<file path="src/rtl/rf_wb_arbiter.sv">
// Register-file write-port arbiter: ALU writeback (A) has priority, and load
// writeback (B) waits in a small in-order queue with WAW squash and starvation stall.
module rf_wb_arbiter #(
  parameter int DEPTH      = 2,
  parameter int STARVE_MAX = 4
) (
  input  logic        clk,
  input  logic        rst,
  input  logic        a_valid,
  input  logic [3:0]  a_addr,
  input  logic [15:0] a_data,
  input  logic        b_valid,
  output logic        b_ready,
  input  logic [3:0]  b_addr,
  input  logic [15:0] b_data,
  output logic [3:0]  dst_addr,
  output logic [15:0] dst,
  output logic        we,
  output logic [15:0] pend_mask,
  output logic        a_stall,
  input  logic        hlt,
  output logic        hlt_ok
);

  localparam int QMAX = 4;
  localparam int SW   = $clog2(STARVE_MAX + 1);

  logic [3:0]      q_addr   [QMAX];
  logic [15:0]     q_data   [QMAX];
  logic [QMAX-1:0] q_vld;
  logic [1:0]      rd_ptr, wr_ptr;
  logic [2:0]      count;
  logic [SW-1:0]   starve_cnt;

  logic [3:0]      q_addr_n [QMAX];
  logic [15:0]     q_data_n [QMAX];
  logic [QMAX-1:0] q_vld_n;
  logic [1:0]      rd_ptr_n, wr_ptr_n;
  logic [2:0]      count_n;
  logic [SW-1:0]   starve_n;
  logic [3:0]      dst_addr_n;
  logic [15:0]     dst_n;
  logic            we_n;
  logic [15:0]     pend_n;
  logic            a_stall_n;

  logic a_act, b_acc, b_wr, pop, bypass, push;

  function automatic logic [1:0] ptr_inc(input logic [1:0] p);
    return (p == 2'(DEPTH - 1)) ? 2'd0 : p + 2'd1;
  endfunction

  assign b_ready = (count < 3'(DEPTH));
  assign hlt_ok  = hlt && (count == 3'd0) && !we;

  // A to r0 counts as idle; B to r0, or to A's address this cycle, is accepted and dropped
  assign a_act  = a_valid && (a_addr != 4'd0);
  assign b_acc  = b_valid && b_ready;
  assign b_wr   = b_acc && (b_addr != 4'd0) && !(a_act && (b_addr == a_addr));
  assign pop    = !a_act && (count != 3'd0);
  assign bypass = !a_act && (count == 3'd0) && b_wr;
  assign push   = b_wr && !bypass;

  always_comb begin
    q_addr_n   = q_addr;
    q_data_n   = q_data;
    q_vld_n    = q_vld;
    rd_ptr_n   = rd_ptr;
    wr_ptr_n   = wr_ptr;
    dst_addr_n = dst_addr;
    dst_n      = dst;
    we_n       = 1'b0;
    pend_n     = '0;
    starve_n   = starve_cnt;

    if (a_act) begin
      for (int i = 0; i < QMAX; i++)
        if (q_vld[i] && (q_addr[i] == a_addr)) q_vld_n[i] = 1'b0;
    end

    if (pop) begin
      q_vld_n[rd_ptr] = 1'b0;
      rd_ptr_n        = ptr_inc(rd_ptr);
    end

    if (push) begin
      q_addr_n[wr_ptr] = b_addr;
      q_data_n[wr_ptr] = b_data;
      q_vld_n[wr_ptr]  = 1'b1;
      wr_ptr_n         = ptr_inc(wr_ptr);
    end

    count_n = count + {2'b00, push} - {2'b00, pop};

    if (a_act) begin
      we_n       = 1'b1;
      dst_addr_n = a_addr;
      dst_n      = a_data;
    end else if (pop) begin
      we_n       = q_vld[rd_ptr];
      dst_addr_n = q_addr[rd_ptr];
      dst_n      = q_data[rd_ptr];
    end else if (bypass) begin
      we_n       = 1'b1;
      dst_addr_n = b_addr;
      dst_n      = b_data;
    end

    for (int i = 0; i < QMAX; i++)
      if (q_vld_n[i]) pend_n[q_addr_n[i]] = 1'b1;

    // Starvation counts only cycles where a waiting queue loses to A
    if (pop || (count == 3'd0))
      starve_n = '0;
    else if (a_act && (starve_cnt != SW'(STARVE_MAX)))
      starve_n = starve_cnt + 1'b1;

    a_stall_n = (starve_n >= SW'(STARVE_MAX));
  end

  always_ff @(posedge clk or posedge rst) begin
    if (rst) begin
      for (int i = 0; i < QMAX; i++) begin
        q_addr[i] <= '0;
        q_data[i] <= '0;
      end
      q_vld      <= '0;
      rd_ptr     <= '0;
      wr_ptr     <= '0;
      count      <= '0;
      starve_cnt <= '0;
      dst_addr   <= '0;
      dst        <= '0;
      we         <= 1'b0;
      pend_mask  <= '0;
      a_stall    <= 1'b0;
    end else begin
      q_addr     <= q_addr_n;
      q_data     <= q_data_n;
      q_vld      <= q_vld_n;
      rd_ptr     <= rd_ptr_n;
      wr_ptr     <= wr_ptr_n;
      count      <= count_n;
      starve_cnt <= starve_n;
      dst_addr   <= dst_addr_n;
      dst        <= dst_n;
      we         <= we_n;
      pend_mask  <= pend_n;
      a_stall    <= a_stall_n;
    end
  end

endmodule

</file>
<file path="config.mk">
export PLATFORM = sky130hd
export DESIGN_NAME = rf_wb_arbiter
export DESIGN_NICKNAME = d
export VERILOG_FILES = /design/src/rtl/rf_wb_arbiter.sv
export SDC_FILE = /design/constraint.sdc
export NUM_CORES = 1
export LEC_CHECK = 0
export ABC_AREA = 1
export CAP_MARGIN = 20
export CELL_PAD_IN_SITES_DETAIL_PLACEMENT = 0
export CELL_PAD_IN_SITES_GLOBAL_PLACEMENT = 2
export CORE_ASPECT_RATIO = 1.75
export CORE_MARGIN = 3
export CORE_UTILIZATION = 33
export CTS_CLUSTER_SIZE = 12
export DETAILED_ROUTE_END_ITERATION = 12
export GPL_ROUTABILITY_DRIVEN = 0
export PLACE_DENSITY_LB_ADDON = 0.1
export SLEW_MARGIN = 15
export SYNTH_ARGS = -nofsm -noshare
export SYNTH_HDL_FRONTEND = slang
export SYNTH_SLANG_ARGS = --single-unit
</file>
<file path="constraint.sdc">
create_clock -name clk -period 6.1 [get_ports clk]
set_clock_uncertainty 0.05 [all_clocks]
set_input_delay 1.525 -clock clk [delete_from_list [all_inputs] [get_ports clk]]
set_output_delay 1.525 -clock clk [all_outputs]
set_load 0.01 [all_outputs]
</file>
* Yosys cells after proc, flatten, opt, wreduce, memory -nomap -nowiden
Index checks and enable logic that the tools add are counted.
** Word-level totals
- Bits in registers :: 132
- Latch bits :: 0
- RAM bits :: 0
- Bits in read-only memories :: 0
- Bits of input ports :: 45
- Output and inout bits :: 40
- Word-level logic and storage cells :: 140
- Memories kept :: 0
** Cells by class
- $add $sub $neg :: 5
- $mul :: 0
- Divide/modulo/power cells :: 0
- Order comparisons :: 17
- Eq/ne operators :: 8
- Shift-type cells :: 0
- Mux-type cells :: 51
- Bitwise operators :: 8
- Reductions and logical operators :: 33
** Operators by type and width (count)
- two-way mux 16 bit :: 11
- bitwise mux 64 bit :: 1
- bitwise OR 16 bit :: 3
- two-way mux 4 bit :: 9
- binary-select mux 16 bit (select 2 bit) :: 1
- demux 16 bit (select 2 bit) :: 1
- logical AND 1 bit :: 23
- == test 4 bit :: 5
- less-than comparator 4 x 5 -> 1 bit (second input constant) :: 4
- bitwise mux 16 bit :: 1
- demux 1 bit (select 4 bit) :: 4
- greater-or-equal comparator 4 x 1 -> 1 bit (second input constant) :: 4
- two-way mux 1 bit :: 14
- greater-or-equal comparator 3 bit (second input constant) :: 3
- binary-select mux 4 bit (select 2 bit) :: 1
- demux 4 bit (select 2 bit) :: 1
- nonzero test 4 bit :: 2
- less-than comparator 2 x 3 -> 1 bit (second input constant) :: 2
- two-way mux 3 bit :: 2
- NOT 2 -> 3 bit :: 2
- nonzero test 3 bit :: 2
- adder 2 x 1 -> 2 bit (second input constant) :: 2
- bitwise AND 4 bit :: 1
- demux 1 bit (select 2 bit) :: 2
- other kinds (15) :: 21

* Logic depth before layout (Yosys ltp)
Gate-level depths: netlist of run 1.
- Depth after elaboration :: 20
- Mapped depth :: 15
- Mapped depth without buffers :: 14

* Least setup slack after synthesis of run 1
Ideal clock, no wire load.
- Kind :: input port to flip-flop
- Start :: in a_addr[0]
- End :: reg count[2]
- Setup time :: 0.122 ns
- Data arrival time :: 3.275 ns
- Required time :: 5.928 ns
- Slack :: 2.653 ns
- Stages on the path :: 12
- Buffers on the path :: 2
- Path through :: buf_4 nor2_4 a21oi_4 nand3_2 nand2_4 buf_6 ha_1 inv_1 ha_1 inv_1 fa_1 xor2_1
** On the way
- Longest elaborated chain between the ends :: 10
- Elaborated cells between the ends (all ways) :: 14
- Classes of those cells :: 2 x add/sub; 1 x eq/ne; 11 x reduce/logical
** RTL lines
- from (decl) :: RTL line 10 : input logic [3:0] a_addr,
- nonzero test 4 bit :: RTL line 57 : assign a_act = a_valid && (a_addr != 4'd0);
- logical AND 1 bit :: RTL line 57
- logical AND 1 bit :: RTL line 59 : assign b_wr = b_acc && (b_addr != 4'd0) && !(a_act && (b_addr == a_addr));
- logical NOT 1 bit :: RTL line 59
- logical AND 1 bit :: RTL line 59
- logical AND 1 bit :: RTL line 61 : assign bypass = !a_act && (count == 3'd0) && b_wr;
- logical NOT 1 bit :: RTL line 62 : assign push = b_wr && !bypass;
- logical AND 1 bit :: RTL line 62
- adder 3 x 1 -> 3 bit :: RTL line 93 : count_n = count + {2'b00, push} - {2'b00, pop};
- subtractor 3 x 1 -> 3 bit * :: RTL line 93
- net count_n[2] :: RTL line 39 : logic [2:0] count_n;
- to (signal assigned) :: RTL line 143 : count <= count_n;
- to (decl) :: RTL line 32 : logic [2:0] count;
The timed path passes the listed nets; every way through them passes the cells marked *.
A chain may end at the register's enable or synchronous reset.

* Final worst setup path of run 1
- Start :: in a_addr[3]
- End :: reg count[2]
The elaborated chain is that of the path after synthesis.

==> results of run 1 <==
[logic make-up after synthesis]
family	share of synthesized area
XOR/XNOR	0.0210
flip-flops	0.462
adder cells (fa/ha/maj)	0.0116
buffers and inverters	0.0596
AO/OA/AOI/OAI	0.105
AND/OR/NAND/NOR	0.341
[registers in the layout, summed over array words and instances, names as in the netlist, 3 cells and up]
register / flops
count: 3
dst: 16
q_data: 64
pend_mask: 16
dst_addr: 4
q_vld: 4
q_addr: 16
[metal layers]
metal | vias up | GRT usage | wire, um
met4 | 0 | 0.105 | 1010
met3 | 54 | 0.0329 | 640
met2 | 137 | 0.412 | 13700
li1 | 3148 | - | -
met1 | 3062 | 0.227 | 9000
met5 | - | 0 | 0
[final cells by class]
| type | instances | area share |
|---|---|---|
| multi-input cells | 716 | 0.391 |
| flip-flops and latches | 131 | 0.378 |
| repair buffers | 91 | 0.103 |
| clock buffers | 22 | 0.0524 |
| well taps | 252 | 0.0364 |
| inverters | 60 | 0.0266 |
| clock inverters | 10 | 0.0124 |
[cells in the mapped netlist]
| cell type | n | area, sq um |
|---|---|---|
| o21ai_2 | 3 | 26.3 |
| a31oi_1 | 31 | 194 |
| nand2_2 | 25 | 156 |
| inv_1 | 45 | 169 |
| a221oi_1 | 1 | 8.76 |
| xnor2_1 | 2 | 17.5 |
| nand2_1 | 349 | 1310 |
| nand2_4 | 2 | 22.5 |
| nor3_1 | 1 | 5.00 |
| a211oi_1 | 1 | 7.51 |
| nand3_2 | 9 | 90.1 |
| dfrtp_1 | 131 | 3280 |
| o22ai_1 | 1 | 6.26 |
| clkbuf_1 | 14 | 52.6 |
| fa_1 | 1 | 20.0 |
| nor2_1 | 138 | 518 |
| a21oi_1 | 33 | 165 |
| ha_1 | 5 | 62.6 |
| buf_6 | 5 | 56.3 |
| a21boi_0 | 1 | 7.51 |
| xor2_1 | 15 | 131 |
| nand3_4 | 3 | 52.6 |
| o21ai_0 | 29 | 145 |
| nand3_1 | 35 | 175 |
| nor2_2 | 3 | 18.8 |
| nor2_4 | 2 | 22.5 |
| inv_2 | 15 | 56.3 |
| buf_2 | 11 | 55.1 |
| a21oi_4 | 2 | 32.5 |
| nand3b_1 | 2 | 15.0 |
| nand3b_4 | 1 | 20.0 |
| nor3_2 | 1 | 10.0 |
| buf_4 | 4 | 30.0 |
| a22oi_1 | 19 | 143 |
| a22o_1 | 1 | 8.76 |
| buf_1 | 1 | 3.75 |
[metrics by stage]
stage / total power [W] / cells
floorplan: 0.00245 / 942
global placement: 0.00311 / 1250
detailed placement: 0.00311 / 1250
CTS: 0.00412 / 1282
global route: 0.00437 / 1282
finish: 0.00407 / 1282
[worst max path at each step]
stage,to,start,depth (start not counted),slack [ns]
floorplan,a_stall,rst,1,1.03
finish,count[2],a_addr[3],13,1.55
global placement,count[2],a_addr[2],13,1.15
detailed placement,count[2],a_addr[2],13,1.13
CTS,count[2],a_addr[2],13,1.58
global route,count[2],a_addr[2],13,1.35
[where the power goes]
| group | switching [W] | internal [W] |
|---|---|---|
| clock | 0.000385 | 0.000610 |
| sequential | 0.000245 | 0.00122 |
| combinational | 0.00102 | 0.000599 |
| total | 0.00165 | 0.00243 |
[worst max-delay path: stages]
cell,delay (ns)
clkdlybuf4s50_1,0.75
inv_1,0.14
nand2_1,0.09
nand2_1,0.06
nor2_1,0.17
nand3_2,0.51
nand2_4,0.49
ha_1,0.29
inv_1,0.05
ha_1,0.13
inv_1,0.05
fa_1,0.37
xor2_1,0.17
==> flow_summary_export.csv, run 1 <==
group,metric,value,unit
timing,fin_crit_sh,0.746,
layout,fin_area,8670,sq um
hold_path,hp-start,"q_data[13]",
route,firstDrtPassIters,4,
setup_path,end_kind,"flip-flop",
cts,cts_sinks,131,
timing,slew_viol_final,0,
job,cap_viol_max_count,0,
timing,setup_tns,0,ns
power_and_ir_drop,vdd_ir_drop_max,0.212,mV
hold_path,whs_path_depth,2,
cts,clk_pin_slew,0.05,ns
layout,antennaDiodeCount,0,
power_and_ir_drop,power.leakage,4.14,nW
floorplanning,die-height,200,um
hold_path,hold_end,"q_data[13]",
cts,ctsResizeCount,0,
layout,fill_cells,2253,
timing,maxSlewHeadroom,0.333,
place,port_buffers,84,
yosys,yosysSeqAreaShare,0.462,
setup_path,r2r_setup_slack,3.22,ns
layout,most-common-layout-cells,"nand2_1, nor2_1, dfrtp_1, clkdlybuf4s50_1, inv_1",
grt,grt_pass1_wl,37500,um
route,final_antenna_net_count,0,
power_and_ir_drop,p_per_area,470,nW/um^2
route,drcViolationCount,0,
grt,grt-ovfl-total,0,
setup_path,r2r_start,"count[1]",
yosys,syn-num-nets,993,
timing,setup_viol,0,
yosys,syn_area_per_cell,7.53,sq um
cts,htreeDepth,4,
route,wire_per_inst,19.0,um
timing,timing.hold.ws,0.427,ns
setup_path,cp_max_fo,26,
layout,fin_util,0.413,
yosys,synth_cell_type_count,36,
layout,areaGrowthSynthToFinish,22.2,%
yosys,synth_area,7090,sq um
floorplanning,rows,70,
cts,root_buffer,"clkbuf_16",
cts,cts_buffers,17,
cts,holdBufCountCts,0,
run_status,outcome,"completed",
cts,postCtsSetupBuffers,0,
yosys,yosysWarnings,0,
grt,grt_max_degree,101,
setup_path,rr_worst_depth,14,
timing,rsz0062_at_grt,"no",
layout,final_common_cell,"nand2_1",
layout,seqCellArea,3280,sq um
yosys,synth_seq_cells,131,
place,dp_hpwl,17100,um
cts,insertion_delay,0.42,ns
cts,cts_tree,"yes",
setup_path,critPathRequiredTime,6.35,ns
timing,tightestPinTransition,0.998,ns
grt,grt_antenna_before_repair,0,
timing,finalWorstSetupSlack,1.55,ns
layout,multi_input_area,3390,sq um
setup_path,crit_arrival,4.80,ns
setup_path,startpoint_type,"input pin",
floorplanning,io_pins,85,
timing,hold_violations,0,
route,routed_wl,24300,um
floorplanning,die_width,117,um
timing,fmax,220,MHz
setup_path,critPathKind,"input pin to flip-flop",
floorplanning,core_region_area,21000,sq um
layout,drive_gt1_frac,0.0990,
route,via_count,6401,
place,dpl_worst_slack,1.13,ns
place,postPlaceCellArea,8110,sq um
layout,finalNetCount,1068,
setup_path,worstReg2RegEnd,"count[2]",
route,vias_per_cell,4.99,
hold_path,min_path_type,"flip-flop to flip-flop",
floorplanning,start_util,0.337,
yosys,synthCells,942,
grt,groute.usage.overall,0.217,
grt,grt_pass1_vias,6595,
floorplanning,die-area,23400,sq um
route,drt_iter0_drc,350,
timing,period_needed,4.55,ns
cts,cts_buffer_depth,2,
No activity file was read; power rests on OpenSTA's default activity.
==> run 2, diff against run 1 <==
--- a/config.mk
+++ b/config.mk
@@ -11,7 +11,7 @@
 export CELL_PAD_IN_SITES_GLOBAL_PLACEMENT = 2
 export CORE_ASPECT_RATIO = 1.75
 export CORE_MARGIN = 3
-export CORE_UTILIZATION = 33
+export CORE_UTILIZATION = 29
 export CTS_CLUSTER_SIZE = 12
 export DETAILED_ROUTE_END_ITERATION = 12
 export GPL_ROUTABILITY_DRIVEN = 0
==> constraint.sdc (replaced) <==
create_clock -name clk -period 3.65 [get_ports clk]
set_clock_uncertainty 0.05 [all_clocks]
set_input_delay 0.9125 -clock clk [delete_from_list [all_inputs] [get_ports clk]]
set_output_delay 0.9125 -clock clk [all_outputs]
set_load 0.01 [all_outputs]
==> run 2 against run 1 <==
Compared with the run above: register-to-register slack worse by 2.0 ns; cell count is 6.1% higher; flip-flop and latch count stayed put; worst setup slack worse by 0.94 ns.
==> flow_summary_export.csv, run 2 (synthesis results as in run 1) <==
group,metric,value,unit
power_and_ir_drop,power.leakage,4.25,nW
layout,fin_util,0.373,
grt,grt_pass1_wl,40700,um
route,via_count,6453,
setup_path,critPathRequiredTime,2.69,ns
floorplanning,rows,75,
cts,postCtsSetupBuffers,0,
setup_path,startpoint_type,"input pin",
timing,hold_violations,0,
timing,rsz0062_at_grt,"no",
route,firstDrtPassIters,5,
setup_path,cpPeakStageDelay,0.55,ns
floorplanning,start_util,0.295,
setup_path,critPathLaunch,"hlt",
power_and_ir_drop,p_per_area,774,nW/um^2
cts,root_buffer,"clkbuf_16",
floorplanning,die-area,26400,sq um
hold_path,min_path_type,"flip-flop to flip-flop",
timing,fmax,329,MHz
setup_path,path_cells,"clkdlybuf4s50_1, nand2_1, nor2_1, clkdlybuf4s50_1",
layout,largest_register_ffs,64,
route,wl_met1,9520,um
grt,groute.usage.overall,0.205,
setup_path,cp_slowest_cell,"clkdlybuf4s50_1",
route,wire_per_inst,19.3,um
layout,fin_area,8960,sq um
setup_path,crit_family,"buffers and inverters",
timing,fin_crit_sh,0.832,
run_status,outcome,"completed",
timing,maxSlewHeadroom,0.452,
route,drcViolationCount,0,
cts,cts_buffer_depth,2,
layout,regMostFlops,"q_data",
floorplanning,io_pins,85,
floorplanning,core_region_area,24000,sq um
setup_path,rr_worst_depth,13,
setup_path,worstReg2RegEnd,"count[2]",
route,final_antenna_net_count,0,
grt,grt_antenna_before_repair,0,
route,routed_wl,26200,um
cts,cts_buffers,17,
grt,grt-ovfl-total,0,
setup_path,endpoint,"hlt_ok",
timing,setup_viol,0,
floorplanning,die-height,213,um
timing,tightestPinTransition,0.821,ns
timing,period_needed,3.04,ns
floorplanning,die_width,124,um
job,cap_viol_max_count,0,
cts,cts_tree,"yes",
setup_path,end_kind,"output pin",
layout,fill_cells,2626,
cts,clk_pin_slew,0.06,ns
setup_path,critPathKind,"input pin to output pin",
setup_path,path_common_cell,"clkdlybuf4s50_1",
layout,areaGrowthSynthToFinish,26.3,%
grt,grt_max_degree,132,
cts,insertion_delay,0.43,ns
timing,setup_tns,0,ns
route,vias_per_cell,4.74,
layout,final_common_cell,"nand2_1",
cts,htreeDepth,4,
setup_path,r2r_setup_slack,1.21,ns
timing,slew_viol_final,0,
power_and_ir_drop,vdd_ir_drop_max,0.295,mV
layout,antennaDiodeCount,0,
place,port_buffers,84,
setup_path,crit_arrival,2.08,ns
layout,most-common-layout-cells,"nand2_1, nor2_1, dfrtp_1, clkdlybuf4s50_1, inv_1",
route,highest_layer,"met4",
layout,drive_gt1_frac,0.114,
cts,holdBufCountCts,0,
grt,grt_pass1_vias,6790,
route,drt_iter0_drc,394,
setup_path,cp_max_fo,1,
place,dp_hpwl,19600,um
setup_path,r2r_start,"count[1]",
cts,cts_sinks,131,
cts,ctsResizeCount,0,
setup_path,crit_buf_inv,2,
layout,finalNetCount,1091,
place,postPlaceCellArea,8400,sq um
route,dr_wl_met3,590,um
setup_path,cp.depth,4,
route,wl_met2,14700,um
run 2: cell count changes in the layout (fill, tap and decap cells not counted):
cell	previous run	this run
buf_12	0	4
buf_4	7	26
clkbuf_1	4	8
clkbuf_8	1	2
clkinv_2	6	1
clkinvlp_4	0	1
inv_6	2	0
run 2: power by group:
part | switching, W | total (W) | internal, W
Sequential | 0.000416 | 0.00245 | 0.00203
Clock | 0.000633 | 0.00167 | 0.00104
Combinational | 0.00173 | 0.00281 | 0.00108
run 2: worst min path at each step:
stage	startpoint	endpoint	slack, ns	depth (start not counted)
after floorplan	q_data[10]	q_data[10]	0.40	2
after global placement	q_data[23]	q_data[23]	0.41	2
after detailed placement	q_data[25]	q_data[25]	0.41	2
after CTS	q_data[25]	q_data[25]	0.43	2
after global routing	q_data[11]	q_data[11]	0.45	2
final	q_data[15]	q_data[15]	0.43	2
run 2: metrics by stage:
| stage | total power, W | hold WS, ns | instances | worst slack (ns) |
|---|---|---|---|---|
| final | 0.00693 | 0.427 | 1360 | 0.612 |
| after global routing | 0.00748 | 0.447 | 1360 | 0.553 |
| after CTS | 0.00706 | 0.430 | 1360 | 0.587 |
| after detailed placement | 0.00535 | 0.415 | 1329 | 0.269 |
| after global placement | 0.00535 | 0.412 | 1329 | 0.320 |
| after floorplan | 0.00410 | 0.399 | 942 | 0.816 |
run 2: area by class of cell:
type / instances / area [sq um] / area share
multi-input combinational: 716 / 3390 / 0.379
sequential: 131 / 3280 / 0.366
timing repair buffer: 114 / 1120 / 0.125
clock buffer: 27 / 483 / 0.0539
tap: 308 / 385 / 0.0430
inverter: 60 / 229 / 0.0256
clock inverter: 4 / 73.8 / 0.00824
run 2: routing by layer:
| metal | GRT usage | up-vias |
|---|---|---|
| met1 | 0.210 | 3067 |
| met5 | 0 | - |
| met3 | 0.0320 | 60 |
| met2 | 0.390 | 137 |
| li1 | - | 3189 |
| met4 | 0.121 | 0 |
run 2: worst min-delay path, delay by kind of cell (launching register included):
| kind | cells | cell delay, ns |
|---|---|---|
| DFF | 1 | 0.34 |
| and+or+nand+nor | 2 | 0.10 |
==> run 3, diff against run 2 <==
--- a/config.mk
+++ b/config.mk
@@ -11,7 +11,7 @@
 export CELL_PAD_IN_SITES_GLOBAL_PLACEMENT = 2
 export CORE_ASPECT_RATIO = 1.75
 export CORE_MARGIN = 3
-export CORE_UTILIZATION = 29
+export CORE_UTILIZATION = 33
 export CTS_CLUSTER_SIZE = 12
 export DETAILED_ROUTE_END_ITERATION = 12
 export GPL_ROUTABILITY_DRIVEN = 0
==> constraint.sdc (replaced) <==
create_clock -name clk -period 2.95 [get_ports clk]
set_clock_uncertainty 0.05 [all_clocks]
set_input_delay 0.7375 -clock clk [delete_from_list [all_inputs] [get_ports clk]]
set_output_delay 0.7375 -clock clk [all_outputs]
set_load 0.01 [all_outputs]
==> run 3 against run 2 <==
Compared with the run above: register-to-register slack worse by 0.65 ns; sequential share of layout area down 1.5 points; worst setup slack worse by 0.43 ns; power up 26%; non-clock buffer count up 43; critical path depth unchanged; hold slack better by 0.0016 ns; sequential power up 23%; via count up 2.2%; flip-flop and latch count unchanged; clock power up 25%; global-route usage up 1.0 points; critical path type is now flip-flop to output pin.
==> flow_summary_export.csv, run 3 (synthesis results as in run 1) <==
group,metric,value,unit
route,firstDrtPassIters,7,
grt,grt_pass1_vias,6693,
cts,cts_sinks,131,
setup_path,rr_worst_depth,15,
setup_path,end_kind,"output pin",
grt,grt-ovfl-total,0,
layout,drive_gt1_frac,0.154,
timing,finalWorstSetupSlack,0.185,ns
layout,fin_area,9340,sq um
layout,fill_cells,2188,
route,drt_iter0_drc,436,
place,postPlaceCellArea,8750,sq um
timing,fmax,362,MHz
layout,multi_input_area,3400,sq um
floorplanning,die_width,117,um
place,dp.cells,1316,
cts,cts_tree,"yes",
timing,slew_viol_final,0,
place,port_buffers,84,
timing,maxSlewHeadroom,0.614,
place,dp_hpwl,18200,um
layout,areaGrowthSynthToFinish,31.7,%
grt,grt_pass1_wl,37500,um
floorplanning,start_util,0.337,
floorplanning,die-height,200,um
job,cap_viol_max_count,0,
timing,tightestPinTransition,0.576,ns
setup_path,cp_max_fo,4,
grt,groute.usage.overall,0.215,
setup_path,critPathKind,"flip-flop to output pin",
route,via_count,6592,
layout,final_common_cell,"nand2_1",
cts,cts_buffers,17,
layout,antennaDiodeCount,0,
floorplanning,die-area,23400,sq um
layout,most-common-layout-cells,"nand2_1, nor2_1, dfrtp_1, clkdlybuf4s50_1, buf_4",
cts,htreeDepth,4,
timing,hold_violations,0,
layout,fin_cells,1348,
route,wire_per_inst,17.7,um
setup_path,critPathLaunch,"count[1]",
run_status,outcome,"completed",
power_and_ir_drop,power.leakage,4.51,nW
place,dpl_worst_slack,-0.159,ns
route,vias_per_cell,4.89,
setup_path,r2r_start,"count[1]",
layout,seqCellArea,3280,sq um
layout,largest_register_ffs,64,
hold_path,min_path_type,"flip-flop to flip-flop",
setup_path,startpoint_type,"flip-flop",
floorplanning,rows,70,
hold_path,whs_path_depth,2,
timing,period_needed,2.77,ns
cts,insertion_delay,0.42,ns
setup_path,critPathRequiredTime,2.16,ns
route,drcViolationCount,0,
grt,grt_max_degree,75,
timing,fin_crit_sh,0.937,
power_and_ir_drop,p_per_area,935,nW/um^2
cts,root_buffer,"clkbuf_16",
setup_path,crit_arrival,1.98,ns
layout,regMostFlops,"q_data",
hold_path,hp-start,"q_data[18]",
floorplanning,io_pins,85,
grt,grt_antenna_before_repair,0,
cts,cts_buffer_depth,2,
timing,setup_viol,0,
timing,rsz0062_at_grt,"no",
power_and_ir_drop,vdd_ir_drop_max,0.351,mV
route,final_antenna_net_count,0,
cts,postCtsSetupBuffers,0,
route,routed_wl,23900,um
layout,finalNetCount,1134,
cts,clk_pin_slew,0.06,ns
floorplanning,core_region_area,21000,sq um
==> run 3: final timing paths <==
check	end	slack, ns
worst max-delay path	hlt_ok	0.18
worst min-delay path	q_data[18]	0.43
worst max register to register	pend_mask[7]	0.56
worst min register to register	q_data[18]	0.43
max in group asynchronous	dst_addr[0]	1.73
min in group asynchronous	dst[8]	0.73
==> run 3: cell type report <==
class | count | area share
Multi-Input combinational cell | 716 | 0.364
Clock inverter | 9 | 0.0111
Clock buffer | 23 | 0.0512
Inverter | 60 | 0.0245
Timing Repair Buffer | 157 | 0.165
Tap cell | 252 | 0.0338
Sequential cell | 131 | 0.351
==> run 3: routing by layer <==
layer	wire length, um	part of all wire	track usage	vias to the layer above
met1	8870	0.37	0.230	3121
li1	-	-	-	3284
met4	996	0.042	0.0974	0
met2	13400	0.56	0.404	140
met3	668	0.028	0.0338	47
met5	0	0	0	-
==> run 3: report_power, final <==
part           internal (W)  switching [W]  leakage (nW)
Combinational       0.00151        0.00211          2.56
Clock               0.00131       0.000789         0.283
Sequential          0.00252       0.000493          1.67
==> run 3: critical path, cell delays in order (launching register included) <==
cell	delay [ns]
dfrtp_1	0.44
nor3_4	0.37
nand2_1	0.08
nor2_1	0.11
clkdlybuf4s50_1	0.55
==> run 3: through the flow <==
stage	power, W	util	TNS [ns]	hold slack (ns)
floorplan	0.00507	-	0	0.399
global placement	0.00668	0.416	-2.17	0.412
detailed placement	0.00671	0.416	-2.46	0.415
CTS	0.00885	0.444	0	0.430
global route	0.00939	0.444	0	0.446
finish	0.00873	0.444	0	0.428
==> run 3: timing repair <==
item	CTS	global route
hold buffers	0	0
gates resized for setup	0	1
setup endpoints to repair	0	1
